**config.mk**
```make
export PLATFORM = sky130hd
export DESIGN_NAME = l2_flush_sequencer
export DESIGN_NICKNAME = d
export VERILOG_FILES = /design/src/rtl/l2_flush_sequencer.sv
export SDC_FILE = /design/constraint.sdc
export NUM_CORES = 1
export LEC_CHECK = 0
export CAP_MARGIN = 20
export CORE_UTILIZATION = 54
export DETAILED_ROUTE_END_ITERATION = 12
export GPL_TIMING_DRIVEN = 0
export PLACE_DENSITY_LB_ADDON = 0.2
export SLEW_MARGIN = 20
export SYNTH_ARGS = -nofsm -noshare
export SYNTH_HDL_FRONTEND = slang
export SYNTH_SLANG_ARGS = --single-unit
```
**constraint.sdc**
```tcl
create_clock -name clk -period 3.85 [get_ports clk]
set_input_delay 0.9625 -clock clk [delete_from_list [all_inputs] [get_ports clk]]
set_output_delay 0.9625 -clock clk [all_outputs]
set_load 0.01 [all_outputs]
```
**src/rtl/l2_flush_sequencer.sv**
```systemverilog
// -----------------------------------------------------------------------------
// l2_flush_pkg / l2_flush_sequencer
//
// Purpose:
//   Flushes a contiguous range of L2 cache lines. After a start strobe it
//   issues one flush request per line into an L2 arbiter port, keeping at most
//   MAX_OUTSTANDING requests in flight, counts the matching flush acks on the
//   L2 response bus and pulses done once every line has been acknowledged.
//
// Handshake:
//   req_valid/req_line/req_id are registered. A request transfers on a cycle
//   where req_valid && req_ready; once raised, req_valid stays high and
//   req_line/req_id stay stable until that transfer happens.
//
// Ports:
//   clk              clock, rising edge
//   reset            asynchronous active-low reset
//   start_en         one-cycle start strobe, honoured only when idle
//   start_line       first cache-line address (byte address bits [31:6])
//   line_count       number of lines to flush (0 is legal)
//   busy             high while a flush range is in progress
//   done             one-cycle completion pulse
//   req_valid        flush request valid
//   req_ready        arbiter accepts the request this cycle
//   req_line         cache-line address of the request
//   req_core         requester core id (constant REQUESTER_CORE)
//   req_id           issue counter modulo MAX_OUTSTANDING
//   rsp_valid        L2 response bus valid
//   rsp_packet_type  L2 response type
//   rsp_core         L2 response destination core
//   state_dbg        current FSM state (debug visibility)
// -----------------------------------------------------------------------------
package l2_flush_pkg;
   typedef logic [1:0] core_id_t;

   typedef enum logic [2:0] {
      L2RSP_LOAD_ACK  = 3'd0,
      L2RSP_STORE_ACK = 3'd1,
      L2RSP_FLUSH_ACK = 3'd2,
      L2RSP_INVAL     = 3'd3
   } l2rsp_packet_type_t;
endpackage

module l2_flush_sequencer
   import l2_flush_pkg::*;
#(
   parameter int       MAX_OUTSTANDING = 4,
   parameter int       COUNT_WIDTH     = 16,
   parameter core_id_t REQUESTER_CORE  = 2'd0,
   localparam int      ID_WIDTH        = $clog2(MAX_OUTSTANDING)
) (
   input  logic                     clk,
   input  logic                     reset,
   input  logic                     start_en,
   input  logic [25:0]              start_line,
   input  logic [COUNT_WIDTH-1:0]   line_count,
   output logic                     busy,
   output logic                     done,
   output logic                     req_valid,
   input  logic                     req_ready,
   output logic [25:0]              req_line,
   output core_id_t                 req_core,
   output logic [ID_WIDTH-1:0]      req_id,
   input  logic                     rsp_valid,
   input  l2rsp_packet_type_t       rsp_packet_type,
   input  core_id_t                 rsp_core,
   output logic [1:0]               state_dbg
);

   // One extra bit so the in-flight counter can hold MAX_OUTSTANDING itself.
   localparam int OUT_WIDTH = $clog2(MAX_OUTSTANDING) + 1;

   typedef enum logic [1:0] {
      S_IDLE   = 2'd0,
      S_ISSUE  = 2'd1,
      S_DRAIN  = 2'd2,
      S_FINISH = 2'd3
   } state_t;

   state_t                 state;
   logic [COUNT_WIDTH-1:0] count_q;
   logic [COUNT_WIDTH-1:0] issued;
   logic [COUNT_WIDTH-1:0] acked;
   logic [OUT_WIDTH-1:0]   outstanding;

   logic                   accept;
   logic                   ack_match;
   logic                   ack_take;
   logic [COUNT_WIDTH-1:0] issued_nxt;
   logic [COUNT_WIDTH-1:0] acked_nxt;
   logic [OUT_WIDTH-1:0]   outstanding_nxt;
   logic                   valid_nxt;

   assign req_core  = REQUESTER_CORE;
   assign state_dbg = state;

   // Counter updates for this cycle. An ack that finds nothing in flight can
   // not belong to the request being accepted in the same cycle, so it is
   // dropped rather than allowed to underflow the in-flight count.
   always_comb begin
      accept          = req_valid && req_ready;
      ack_match       = rsp_valid && (rsp_packet_type == L2RSP_FLUSH_ACK) &&
                        (rsp_core == REQUESTER_CORE);
      ack_take        = ack_match && (outstanding != '0) &&
                        ((state == S_ISSUE) || (state == S_DRAIN));
      issued_nxt      = issued + COUNT_WIDTH'(accept);
      acked_nxt       = acked + COUNT_WIDTH'(ack_take);
      outstanding_nxt = outstanding + OUT_WIDTH'(accept) - OUT_WIDTH'(ack_take);
      valid_nxt       = (issued_nxt < count_q) &&
                        (outstanding_nxt < OUT_WIDTH'(MAX_OUTSTANDING));
   end

   always_ff @(posedge clk or negedge reset) begin
      if (!reset) begin
         state       <= S_IDLE;
         busy        <= 1'b0;
         done        <= 1'b0;
         req_valid   <= 1'b0;
         req_line    <= '0;
         req_id      <= '0;
         count_q     <= '0;
         issued      <= '0;
         acked       <= '0;
         outstanding <= '0;
      end else begin
         done <= 1'b0;
         case (state)
            S_IDLE: begin
               if (start_en) begin
                  count_q     <= line_count;
                  issued      <= '0;
                  acked       <= '0;
                  outstanding <= '0;
                  req_line    <= start_line;
                  req_id      <= '0;
                  busy        <= 1'b1;
                  // An empty range skips issuing; it spends one busy cycle in
                  // DRAIN, where acked==count holds at once and completes.
                  if (line_count == '0) begin
                     req_valid <= 1'b0;
                     state     <= S_DRAIN;
                  end else begin
                     req_valid <= 1'b1;
                     state     <= S_ISSUE;
                  end
               end
            end

            S_ISSUE: begin
               issued      <= issued_nxt;
               acked       <= acked_nxt;
               outstanding <= outstanding_nxt;
               req_valid   <= valid_nxt;
               req_id      <= issued_nxt[ID_WIDTH-1:0];
               if (accept) begin
                  req_line <= req_line + 26'd1;
               end
               if (issued_nxt == count_q) begin
                  state <= S_DRAIN;
               end
            end

            S_DRAIN: begin
               acked       <= acked_nxt;
               outstanding <= outstanding_nxt;
               req_valid   <= 1'b0;
               // The completing ack is seen here, so done lands next cycle.
               if (acked_nxt == count_q) begin
                  busy  <= 1'b0;
                  done  <= 1'b1;
                  state <= S_FINISH;
               end
            end

            S_FINISH: begin
               state <= S_IDLE;
            end

            default: begin
               state <= S_IDLE;
            end
         endcase
      end
   end

   // A flush ack with nothing in flight during an active range points at a
   // protocol error elsewhere in the L2.
   assert property (@(posedge clk) disable iff (!reset)
                    (busy && ack_match) |-> (outstanding != '0))
      else $error("l2_flush_sequencer: flush ack with no request outstanding");

endmodule

```
* Word-level counts from Yosys, hierarchy flattened
Index checks and enable logic that the tools add are counted.
** Operators by class
- Muxes and demuxes :: 23
- Equal/unequal tests :: 10
- $add $sub $neg :: 5
- Order comparisons :: 2
- Reductions and logical operators :: 23
** Operators with widths (count)
- $pmux W16 S2 :: 2
- $mux W26 :: 2
- $pmux W26 S2 :: 1
- $add A16 B1 Y16 :: 2
- $eq A16 B16 Y1 :: 2
- $add A26 B1 Y26 const B :: 1
- $logic_not A16 Y1 :: 1
- $lt A16 B16 Y1 :: 1
- $mux W16 :: 1
- $mux W2 :: 5
- $reduce_and A3 Y1 :: 3
- $pmux W2 S4 :: 1
- $reduce_and A2 Y1 :: 4
- $logic_and A1 B1 Y1 :: 6
- $mux W1 :: 6
- $pmux W3 S2 :: 1
- $reduce_bool A2 Y1 :: 3
- $reduce_bool A3 Y1 :: 2
- $eq A2 B2 Y1 const B :: 2
- $logic_not A2 Y1 :: 2
- $ne A2 B1 Y1 const B :: 2
- $ne A2 B2 Y1 const B :: 2
- $pmux W2 S2 :: 1
- $add A3 B1 Y3 :: 1
- other kinds (9) :: 9
** Storage, ports and cells
- Output and inout port bits :: 35
- Input bits :: 52
- Word-level logic and storage cells :: 73
- Flip-flop bits (word level) :: 84

* Logic depth before layout (Yosys ltp)
Gate-level depths: netlist (run 1).
- Depth in word-level cells :: 9
- Depth in mapped cells :: 18
- Depth with buffers taken out :: 17

* Worst setup path after synthesis (run 1)
OpenSTA, ideal clock, no wires.
- Path type :: input to register
- From :: input port req_ready
- To :: register state[0], in the netlist state_dbg[0]
- Library setup time :: 126 ps
- Setup slack :: 54 ps
- Cell stages on the path :: 17
- Arrival :: 3670 ps
- Data required time :: 3724 ps
- Path buffers :: 1
- Cell sequence :: nand2_1 > inv_1 > ha_1 > and2_1 > and2_1 > clkbuf_1 > nand3_1 > nor4_1 > xor2_1 > ha_1 > nand3_1 > nor2_1 > nand2_1 > o31ai_1 > nand2_1 > or2_1 > mux2i_1
** Between the ends
- Cells in the longest elaborated chain, start to end :: 5
** RTL lines
- start, declared :: RTL line 60 : input logic req_ready,
- $logic_and A1 B1 Y1 :: RTL line 101 : accept = req_valid && req_ready;
- $add A16 B1 Y16 :: RTL line 106 : issued_nxt = issued + COUNT_WIDTH'(accept);
- $eq A16 B16 Y1 :: RTL line 158 : if (issued_nxt == count_q) begin
- $ne A2 B1 Y1 (no source line)
- $reduce_and A3 Y1 (no source line)
- end signal, assigned :: RTL line 115 : state <= S_IDLE;
- end signal, assigned :: RTL line 159 : state <= S_DRAIN;
- end signal, assigned :: RTL line 171 : state <= S_FINISH;
- end, declared :: RTL line 80 : state_t state;
Every way passes these cells.
A chain may end at the register's enable or synchronous reset.

* Worst setup path in the final report (run 1)
- From :: input port rsp_packet_type[0]
- To :: register state[0], in the netlist state_dbg[0]
** Between the ends
- Cells in the longest elaborated chain, start to end :: 9
** RTL lines
- start, declared :: RTL line 65 : input l2rsp_packet_type_t rsp_packet_type,
- $eq A3 B2 Y1 :: RTL line 102 : ack_match = rsp_valid && (rsp_packet_type == L2RSP_FLUSH_ACK) &&
- $logic_and A1 B1 Y1 (2 in series) :: RTL line 102
- $logic_and A1 B1 Y1 (2 in series) :: RTL line 104 : ack_take = ack_match && (outstanding != '0) &&
- $add A16 B1 Y16 :: RTL line 107 : acked_nxt = acked + COUNT_WIDTH'(ack_take);
- $eq A16 B16 Y1 :: RTL line 168 : if (acked_nxt == count_q) begin
- $ne A2 B1 Y1 (no source line)
- $reduce_and A3 Y1 (no source line)
- end signal, assigned :: RTL line 115
- end signal, assigned :: RTL line 171
- end signal, assigned :: RTL line 176 : state <= S_IDLE;
Every way passes these cells.

==> results.json, run 1 <==
{
  "status": "completed",
  "drt-total-wl_mm": 14.6,
  "path_class": "input port to register",
  "place.gp.congestion": 0.882,
  "fin_crit_sh_pct": 98.7,
  "postLayoutCoreUtil_pct": 73.4,
  "cts-root-buf": "clkbuf_8",
  "drc": 0,
  "drive_gt1_share_pct": 12.7,
  "synth-seq-area-share_pct": 38.6,
  "pin_count": 87,
  "total_leakage_power_nw": 2.99,
  "synth_area_per_cell_um2": 8.84,
  "finalHoldViolations": 0,
  "fmax_ghz": 0.263,
  "design_area_mm2": 0.00688,
  "final.min_clock_period_ns": 3.80,
  "start_kind": "input port",
  "dr.pass1.iters": 6,
  "grtUsageTotal_pct": 28.8,
  "worstPathRequired_ns": 4.10,
  "viasPerCell": 5.95,
  "htreeDepth": 3,
  "cts_buffers": 9,
  "async_flop_share_pct": 100,
  "ys_warn_count": 0,
  "fin_skew_ns": 0.0106,
  "synth_cell_type_count": 55,
  "path_clk_slew_ns": 0.09,
  "drv_cap": 0,
  "finalSetupViolCount": 0,
  "cts.sinks": 82,
  "synth-edff-count": 0,
  "grt.overflow.total": 0,
  "arrival_ns": 4.05,
  "die_h_um": 101,
  "placed_cell_area_mm2": 0.00635,
  "grt_pass1_vias": 4762,
  "crit_fanout": 9,
  "ys_seq_elements": 82,
  "worstMarginPinSlew_ns": 0.792,
  "dp_hpwl_mm": 10.4,
  "setup.worst_path.end_class": "register",
  "ant_nets": 0,
  "clock_latency_ns": 0.37,
  "wire_per_inst_um": 17.3,
  "synth_area_mm2": 0.00532,
  "vias": 5025,
  "final_cell_mix": "dfrtp_1, clkdlybuf4s50_1, nand2_1, o21ai_0, inv_1",
  "dieArea_mm2": 0.0103,
  "tritoncts": "yes",
  "fin_nets": 790,
  "slew_violations": 0,
  "start_util_pct": 56.8,
  "core_area_mm2": 0.00937,
  "irDropWorstVdd_mv": 0.398,
  "grt_start_max_net_pins": 46,
  "hold_class": "register to register",
  "syn_inst": 602,
  "antenna_found_initial": 0,
  "rows": 35,
  "n_fill_cell": 754,
  "maxSlewHeadroom_pct": 45.7,
  "drt_iter0_drc": 303,
  "grt_pass1_wl_mm": 23.0,
  "io_buffers": 84,
  "synth_ff_type": "dfrtp_1",
  "n_antenna_cell": 0,
  "power.density_mw_per_mm2": 671,
  "cts_buffer_depth": 2,
  "die_x_um": 101,
  "synthToLayoutAreaGrowth_pct": 29.3
}
==> registers in the layout, indices dropped and copies added (netlist names) <==
signal,count
issued,15
done,1
req_line,26
busy,1
req_id,1
count_q,16
acked,16
req_valid,1
state_dbg,2
outstanding,3
==> final cells by class <==
cell class                      count  area, µm²  share of cell area (%)
Buffer                             31        146                    2.13
Clock buffer                       10        128                    1.86
Clock inverter                      5       80.1                    1.16
Inverter                           36        135                    1.97
Multi-Input combinational cell    453       3210                    46.7
Sequential cell                    82       2050                    29.8
Tap cell                          129        161                    2.35
Timing Repair Buffer               98        966                    14.0
==> where the power goes <==
part / internal (mW) / switching, mW / leakage, nW
Clock: 0.361 / 0.333 / 0.0984
Sequential: 1.13 / 0.340 / 1.03
Combinational: 1.09 / 1.36 / 1.86
==> layer usage <==
layer / global-route usage (%) / wire, µm
met1: 39.8 / 6440
met2: 45.9 / 7090
met3: 3.86 / 685
met4: 11.7 / 372
met5: 0 / 0
==> worst max-delay path, cell delays in order <==
cell             delay [ns]
clkdlybuf4s50_1        0.41
nor4b_2                0.26
nand4b_1               0.21
nor2_4                 0.23
ha_4                   0.19
nand4_1                0.15
buf_6                  0.20
nor3_2                 0.22
xnor2_1                0.14
a2111oi_2              0.48
a41oi_2                0.20
or2_1                  0.27
mux2i_1                0.12
==> metrics by stage <==
stage          setup TNS [ns]  hold slack [ns]  power (mW)  setup slack, ns  std cells
6_report                    0            0.524        4.61           0.0513        844
5_1_grt               -0.0806            0.542        4.93          -0.0424        844
4_1_cts                     0            0.523        4.53          0.00806        835
3_5_place_dp            -3.12            0.501        3.81           -0.958        817
3_3_place_gp          -100.11            0.489        3.72            -1.19        816
2_1_floorplan               0            0.470        2.91           0.0544        603
==> repair_timing <==
item / in CTS / in global routing
gates resized for setup: 25 / 21
endpoints found under the hold margin: 0 / 0
pin swaps: 7 / 13
hold buffers: 0 / 0
setup buffers: 4 / 9
endpoints found under the setup margin: 3 / 5
==> synth_stat cells, types with 2 or more instances <==
library cell   n  share of area (%)
o22ai_1       19                2.2
dfrtp_1       82                 39
a31oi_1        5               0.59
a21o_1         3               0.42
o21a_1         2               0.28
mux2_2        16                3.4
a22o_1         7                1.2
buf_1          2               0.14
nor3_1         9               0.85
nor2_1        32                2.3
xnor2_1       29                4.8
mux2i_1       16                3.0
o21ai_0       59                5.6
ha_1          26                6.1
nand4_1        9                1.1
nor2b_1        3               0.35
nor4_2         2               0.47
and2_1         8               0.94
buf_2          2               0.19
a21oi_1       33                3.1
o41ai_1        2               0.33
or2_1          2               0.24
o31ai_1        7               0.99
and4_1         3               0.49
nand2_1       61                4.3
buf_4          6               0.85
and3_1        18                2.1
nor4_1        10                1.2
nand2b_1       4               0.47
a222oi_1       5               0.94
clkbuf_1      21                1.5
xor2_1        14                2.3
inv_1         36                2.5
nand3_1       28                2.6
==> final timing paths <==
check / slack (ns) / cells after the start / startpoint / endpoint
worst max-delay path: 0.05 / 13 / rsp_packet_type[0] / state_dbg[0]
worst min-delay path: 0.52 / 1 / acked[15] / acked[15]
worst max register to register: 0.09 / 14 / state_dbg[0] / state_dbg[0]
worst min register to register: 0.52 / 1 / acked[15] / acked[15]
max in group asynchronous: 2.70 / 2 / reset / issued[2]
min in group asynchronous: 0.56 / 1 / reset / acked[9]
==> kinds of logic (layout without fill, tap and decap cells) <==
kind of cell | count (synthesis) | in the layout | share of synthesized area, %
xor+xnor | 43 | 43 | 7.08
mux | 32 | 32 | 6.40
simple gates | 197 | 197 | 18.8
buf+inv | 68 | 180 | 5.29
fa+ha+maj | 27 | 27 | 6.49
other cells | 1 | 2 | 0.0705
flops | 82 | 82 | 38.6
compound gates | 152 | 152 | 17.3
Power figures use the tool's default switching activity.
==> run 2, diff against run 1 <==
CORE_MARGIN = 3   (was default)
==> run 2 against run 1 <==
Effect of this change: routed wire length up 0.31%; largest cell class unchanged; sequential power about the same; combinational power about the same; clock-buffer cell count up 1; flip-flop and latch count unchanged; total power up 0.94%; sequential share of layout area down 0.097 points; clock skew up 0.0041 ns; worst setup slack worse by 0.011 ns; critical endpoint unchanged; cell count unchanged; critical path type unchanged; critical path depth unchanged; register-to-register slack about the same.
==> results.json, run 2 (synthesis gave the netlist of run 1 again) <==
{
  "cts.sinks": 82,
  "viasPerCell": 5.96,
  "ff_latch_area_mm2": 0.00205,
  "dr.pass1.iters": 5,
  "worstMarginPinSlew_ns": 0.781,
  "io_buffers": 84,
  "wire_per_inst_um": 17.3,
  "crit_fanout": 4,
  "path_class": "input port to register",
  "cts_buffers": 9,
  "n_fill_cell": 706,
  "reg2regPathDepth": 14,
  "drc": 0,
  "htreeDepth": 3,
  "n_antenna_cell": 0,
  "die_x_um": 105,
  "irDropWorstVdd_mv": 0.446,
  "largest_reg_flops": 26,
  "grtUsageTotal_pct": 25.8,
  "dieArea_mm2": 0.0111,
  "grt_pass1_wl_mm": 23.4,
  "vias": 5033,
  "drive_gt1_share_pct": 12.6,
  "finalHoldViolations": 0,
  "hold_class": "input port to async pin",
  "die_h_um": 105,
  "design_area_mm2": 0.00690,
  "grt_start_max_net_pins": 57,
  "hold-worst-slack_ns": 0.510,
  "drv_cap": 0,
  "fin_nets": 790,
  "clock_latency_ns": 0.36,
  "placed_cell_area_mm2": 0.00635,
  "multi_input_area_mm2": 0.00321,
  "regMostFlops": "req_line",
  "dp_hpwl_mm": 10.5,
  "grt.overflow.total": 0,
  "slew_violations": 0,
  "cts_hold_buf": 0,
  "fin_crit_sh_pct": 99.0,
  "path_clk_slew_ns": 0.09,
  "drt_iter0_drc": 317,
  "fmax_ghz": 0.262,
  "tritoncts": "yes",
  "start_kind": "input port",
  "total_leakage_power_nw": 3.05,
  "start_util_pct": 56.5,
  "grt_pass1_vias": 4855,
  "arrival_ns": 4.04,
  "drt-total-wl_mm": 14.6,
  "final_common_cell": "dfrtp_1",
  "synthToLayoutAreaGrowth_pct": 29.7,
  "status": "completed",
  "fin_skew_ns": 0.0147,
  "crit_path_max_incr_delay_ns": 0.46,
  "rows": 35,
  "power.density_mw_per_mm2": 675,
  "final_cell_mix": "dfrtp_1, clkdlybuf4s50_1, nand2_1, o21ai_0, inv_1",
  "ant_nets": 0,
  "top_regs": "req_line (26), acked (16), count_q (16)",
  "finalSetupViolCount": 0,
  "place.gp.congestion": 0.879,
  "critPathSlowestCell": "a2111oi_2",
  "worstPathCellList": "clkdlybuf4s50_1 -> nor4b_2 -> nand4b_1 -> nor2_4 -> ha_4 -> nand4_1 -> buf_4 -> nor4_4 -> xnor2_1 -> a2111oi_2 -> a41oi_2 -> or2_4 -> mux2i_1",
  "postLayoutCoreUtil_pct": 73.3,
  "cts_buffer_depth": 2,
  "worstPathRequired_ns": 4.08,
  "pin_count": 87,
  "core_area_mm2": 0.00942,
  "final.min_clock_period_ns": 3.81,
  "antenna_found_initial": 0,
  "maxSlewHeadroom_pct": 46.4,
  "setup.worst_path.end_class": "register",
  "cts-root-buf": "clkbuf_8"
}
## run 2: cell count changes in the layout (fill, tap and decap cells not counted), moves of 2 or more
cell	before	now
clkbuf_8	9	11
nor4_1	8	6
nand3_2	2	0
clkinvlp_4	2	0
and2_4	2	0
nand3_1	24	26
clkdlybuf4s50_1	82	80
dlymetal6s2s_1	1	3
## run 2: power by group
| group | internal [mW] | switching, mW |
|---|---|---|
| Sequential | 1.13 | 0.343 |
| Combinational | 1.10 | 1.37 |
| Clock | 0.399 | 0.316 |
| Total | 2.63 | 2.03 |
## run 2: metrics by stage
stage / setup WS (ns) / TNS (ns) / total power, mW / std cells
6_report: 0.0402 / 0 / 4.66 / 844
2_1_floorplan: 0.0544 / 0 / 2.91 / 603
3_3_place_gp: -1.17 / -98.16 / 3.73 / 816
4_1_cts: 0.0125 / 0 / 4.58 / 835
5_1_grt: -0.0633 / -0.0949 / 4.97 / 844
3_5_place_dp: -0.967 / -3.31 / 3.82 / 817
## run 2: worst paths after layout
path	start	endpoint	slack, ns
worst max-delay path	rsp_core[1]	state_dbg[0]	0.04
worst min-delay path	reset	acked[9]	0.51
worst max register to register	state_dbg[0]	state_dbg[0]	0.10
worst min register to register	acked[15]	acked[15]	0.51
max in group asynchronous	reset	issued[4]	2.73
min in group clk	acked[15]	acked[15]	0.51
## run 2: cell type report
cell class / count / area share, %
Clock buffer: 11 / 2.19
Multi-Input combinational cell: 453 / 46.5
Inverter: 36 / 1.96
Sequential cell: 82 / 29.7
Clock inverter: 4 / 1.07
Timing Repair Buffer: 98 / 14.0
Tap cell: 129 / 2.34
Buffer: 31 / 2.12
## run 2: layer usage
layer	part of all wire [%]	vias to the layer above	track usage, %
li1	-	2376	-
met1	42	2462	35.0
met2	50	166	42.3
met3	5.8	29	4.23
met4	2.2	0	7.97
met5	0	-	0
## run 2: repair_timing
action / 4_1_cts / 5_1_grt
setup endpoints to repair: 4 / 4
gates resized for setup: 30 / 16
hold endpoints to repair: 0 / 0
setup buffers: 4 / 8
pin swaps: 8 / 12
cloned: 0 / 1
## run 2: critical path: cells and delay by family
family                   cells  cell delay [ns]
AO/OA/AOI/OAI                2             0.65
AND/OR/NAND/NOR              6             1.37
XOR/XNOR                     1             0.13
multiplexers                 1             0.12
buffers and inverters        2             0.63
adder cells (fa/ha/maj)      1             0.19
==> run 3, diff against run 2 <==
CORE_UTILIZATION = 55   (was 54)
CTS_BUF_LIST = sky130_fd_sc_hd__clkbuf_4 sky130_fd_sc_hd__clkbuf_8   (was default)
==> run 3 against run 2 <==
Effect of this change: worst setup slack better by 0.048 ns; register-to-register slack improved by 0.12 ns; hold slack improved by 0.013 ns; total power decreased by 1.7%; combinational power about the same; clock-buffer cell count is the same; critical path type unchanged; critical endpoint is now state_dbg[1]; largest power group unchanged.
==> results.json, run 3 (synthesis gave the netlist of run 1 again) <==
{
  "status": "completed",
  "vias": 4936,
  "multi_input_area_mm2": 0.00319,
  "wire_per_inst_um": 17.2,
  "dr.pass1.iters": 5,
  "place.gp.congestion": 0.928,
  "core_area_mm2": 0.00933,
  "top_regs": "req_line (26), acked (16), count_q (16)",
  "ff_latch_area_mm2": 0.00205,
  "finalHoldViolations": 0,
  "fmax_ghz": 0.266,
  "htreeDepth": 3,
  "die_h_um": 104,
  "drt-total-wl_mm": 14.4,
  "clock_latency_ns": 0.35,
  "crit_path_max_incr_delay_ns": 0.30,
  "worst-r2r-setup-slack_ns": 0.22,
  "io_buffers": 84,
  "critPathSlowestCell": "ha_1",
  "dp_hpwl_mm": 10.6,
  "grt_util_met3_pct": 3.35,
  "final.min_clock_period_ns": 3.76,
  "r2r-start": "state_dbg[1]",
  "path_class": "input port to register",
  "ant_nets": 0,
  "maxSlewHeadroom_pct": 54.1,
  "arrival_ns": 4.00,
  "grt_util_met2_pct": 44.0,
  "reg2regPathDepth": 13,
  "regMostFlops": "req_line",
  "total_leakage_power_nw": 2.95,
  "slew_violations": 0,
  "drc": 0,
  "irDropWorstVdd_mv": 0.409,
  "grtUsageTotal_pct": 26.5,
  "fin_nets": 784,
  "hold-worst-slack_ns": 0.523,
  "min-delay-start": "issued[15]",
  "crit_fanout": 5,
  "viasPerCell": 5.90,
  "final_cell_mix": "dfrtp_1, clkdlybuf4s50_1, nand2_1, o21ai_0, inv_1",
  "largest_reg_flops": 26,
  "reg2reg_to": "state_dbg[0]",
  "rows": 35,
  "cts_buffers": 9,
  "min_to": "issued[15]",
  "cts_hold_buf": 0,
  "fin_skew_ns": 0.0136,
  "drv_cap": 0,
  "grt-busiest-layer": "met2",
  "grt_pass1_wl_mm": 23.8,
  "synthToLayoutAreaGrowth_pct": 27.5,
  "die_x_um": 104,
  "drive_gt1_share_pct": 11.6,
  "finalSetupViolCount": 0,
  "fin_crit_sh_pct": 97.7,
  "grt_pass1_vias": 4896,
  "worstPathCellList": "dlygate4sd2_1 -> nand2_4 -> inv_1 -> ha_2 -> ha_4 -> and2_1 -> and4_2 -> and3_4 -> and3_4 -> xor2_2 -> ha_1 -> nand3_1 -> nor2_1 -> nand2_1 -> o31ai_1 -> nand2_1 -> buf_4 -> nor3_2 -> a21oi_2",
  "n_antenna_cell": 0,
  "grt_start_max_net_pins": 50,
  "hold_path_depth": 1,
  "hold_class": "register to register",
  "grt_use_met1_pct": 36.1,
  "power.density_mw_per_mm2": 675,
  "worstPathRequired_ns": 4.09,
  "n_fill_cell": 697,
  "drt_iter0_drc": 247,
  "finalWorstSetupSlack_ns": 0.0885,
  "grt.overflow.total": 0,
  "dieArea_mm2": 0.0109,
  "cts_buffer_depth": 2,
  "path_clk_slew_ns": 0.08,
  "cts-root-buf": "clkbuf_8",
  "pin_count": 87,
  "start_kind": "input port",
  "antenna_found_initial": 0,
  "setup.worst_path.end_class": "register",
  "start_util_pct": 57.0,
  "tritoncts": "yes",
  "worstMarginPinSlew_ns": 0.669,
  "post-place-ws_ns": -0.995,
  "cts.sinks": 82
}
-- run 3: cell types whose count changed in the layout (fill, tap and decap cells not counted), moves of 2 or more --
cell / before / now
clkbuf_8: 11 / 9
clkbuf_4: 0 / 2
clkdlybuf4s50_1: 80 / 82
nor4_4: 4 / 2
dlymetal6s2s_1: 3 / 0
buf_4: 18 / 13
nor4_2: 2 / 4
-- run 3: timing repair --
action,CTS,global route
pin swaps,6,9
buffers inserted,3,4
resized for setup,23,16
endpoints found under the setup margin,3,3
-- run 3: power by group --
part | leakage (nW) | switching (mW) | internal (mW)
registers | 1.03 | 0.344 | 1.13
clock network | 0.0921 | 0.316 | 0.307
logic | 1.83 | 1.36 | 1.11
-- run 3: area by class of cell --
type | count | area share [%]
tap | 129 | 2.38
multi-input combinational | 453 | 47.0
clock buffer | 11 | 2.05
inverter | 36 | 1.99
timing repair buffer | 92 | 13.5
sequential | 82 | 30.2
buffer | 31 | 2.16
clock inverter | 3 | 0.627
-- run 3: worst max path at each step --
stage,slack (ns),endpoint,cells past startpoint,from
finish,0.09,state_dbg[1],19,req_ready
global route,-0.11,state_dbg[0],13,rsp_packet_type[0]
CTS,0.02,state_dbg[0],12,rsp_packet_type[0]
detailed placement,-1.0,state_dbg[0],18,req_ready
global placement,-1.17,req_line[5],1,reset
floorplan,0.05,state_dbg[0],17,req_ready
-- run 3: stage by stage --
stage          instance area, µm²  setup TNS, ns  instances  utilization [%]  power (mW)
6_report                     6780              0        837             72.7        4.58
5_1_grt                      6780         -0.201        837             72.7        4.91
4_1_cts                      6650              0        833             71.3        4.48
3_5_place_dp                 6350          -3.17        817             68.1        3.82
3_3_place_gp                 6320         -98.67        816             67.8        3.72
2_1_floorplan                5320              0        603                -        2.91
-- run 3: per-layer routing --
metal	up-vias	routed length, µm
li1	2361	-
met1	2413	6300
met2	142	7150
met3	20	719
met4	0	233
met5	-	0
-- run 3: critical path: cells and delay by family --
| kind | cells | cell delay (ns) |
|---|---|---|
| compound gates | 2 | 0.25 |
| xor+xnor | 1 | 0.15 |
| fa+ha+maj | 3 | 0.66 |
| buf+inv | 3 | 0.48 |
| simple gates | 10 | 1.48 |
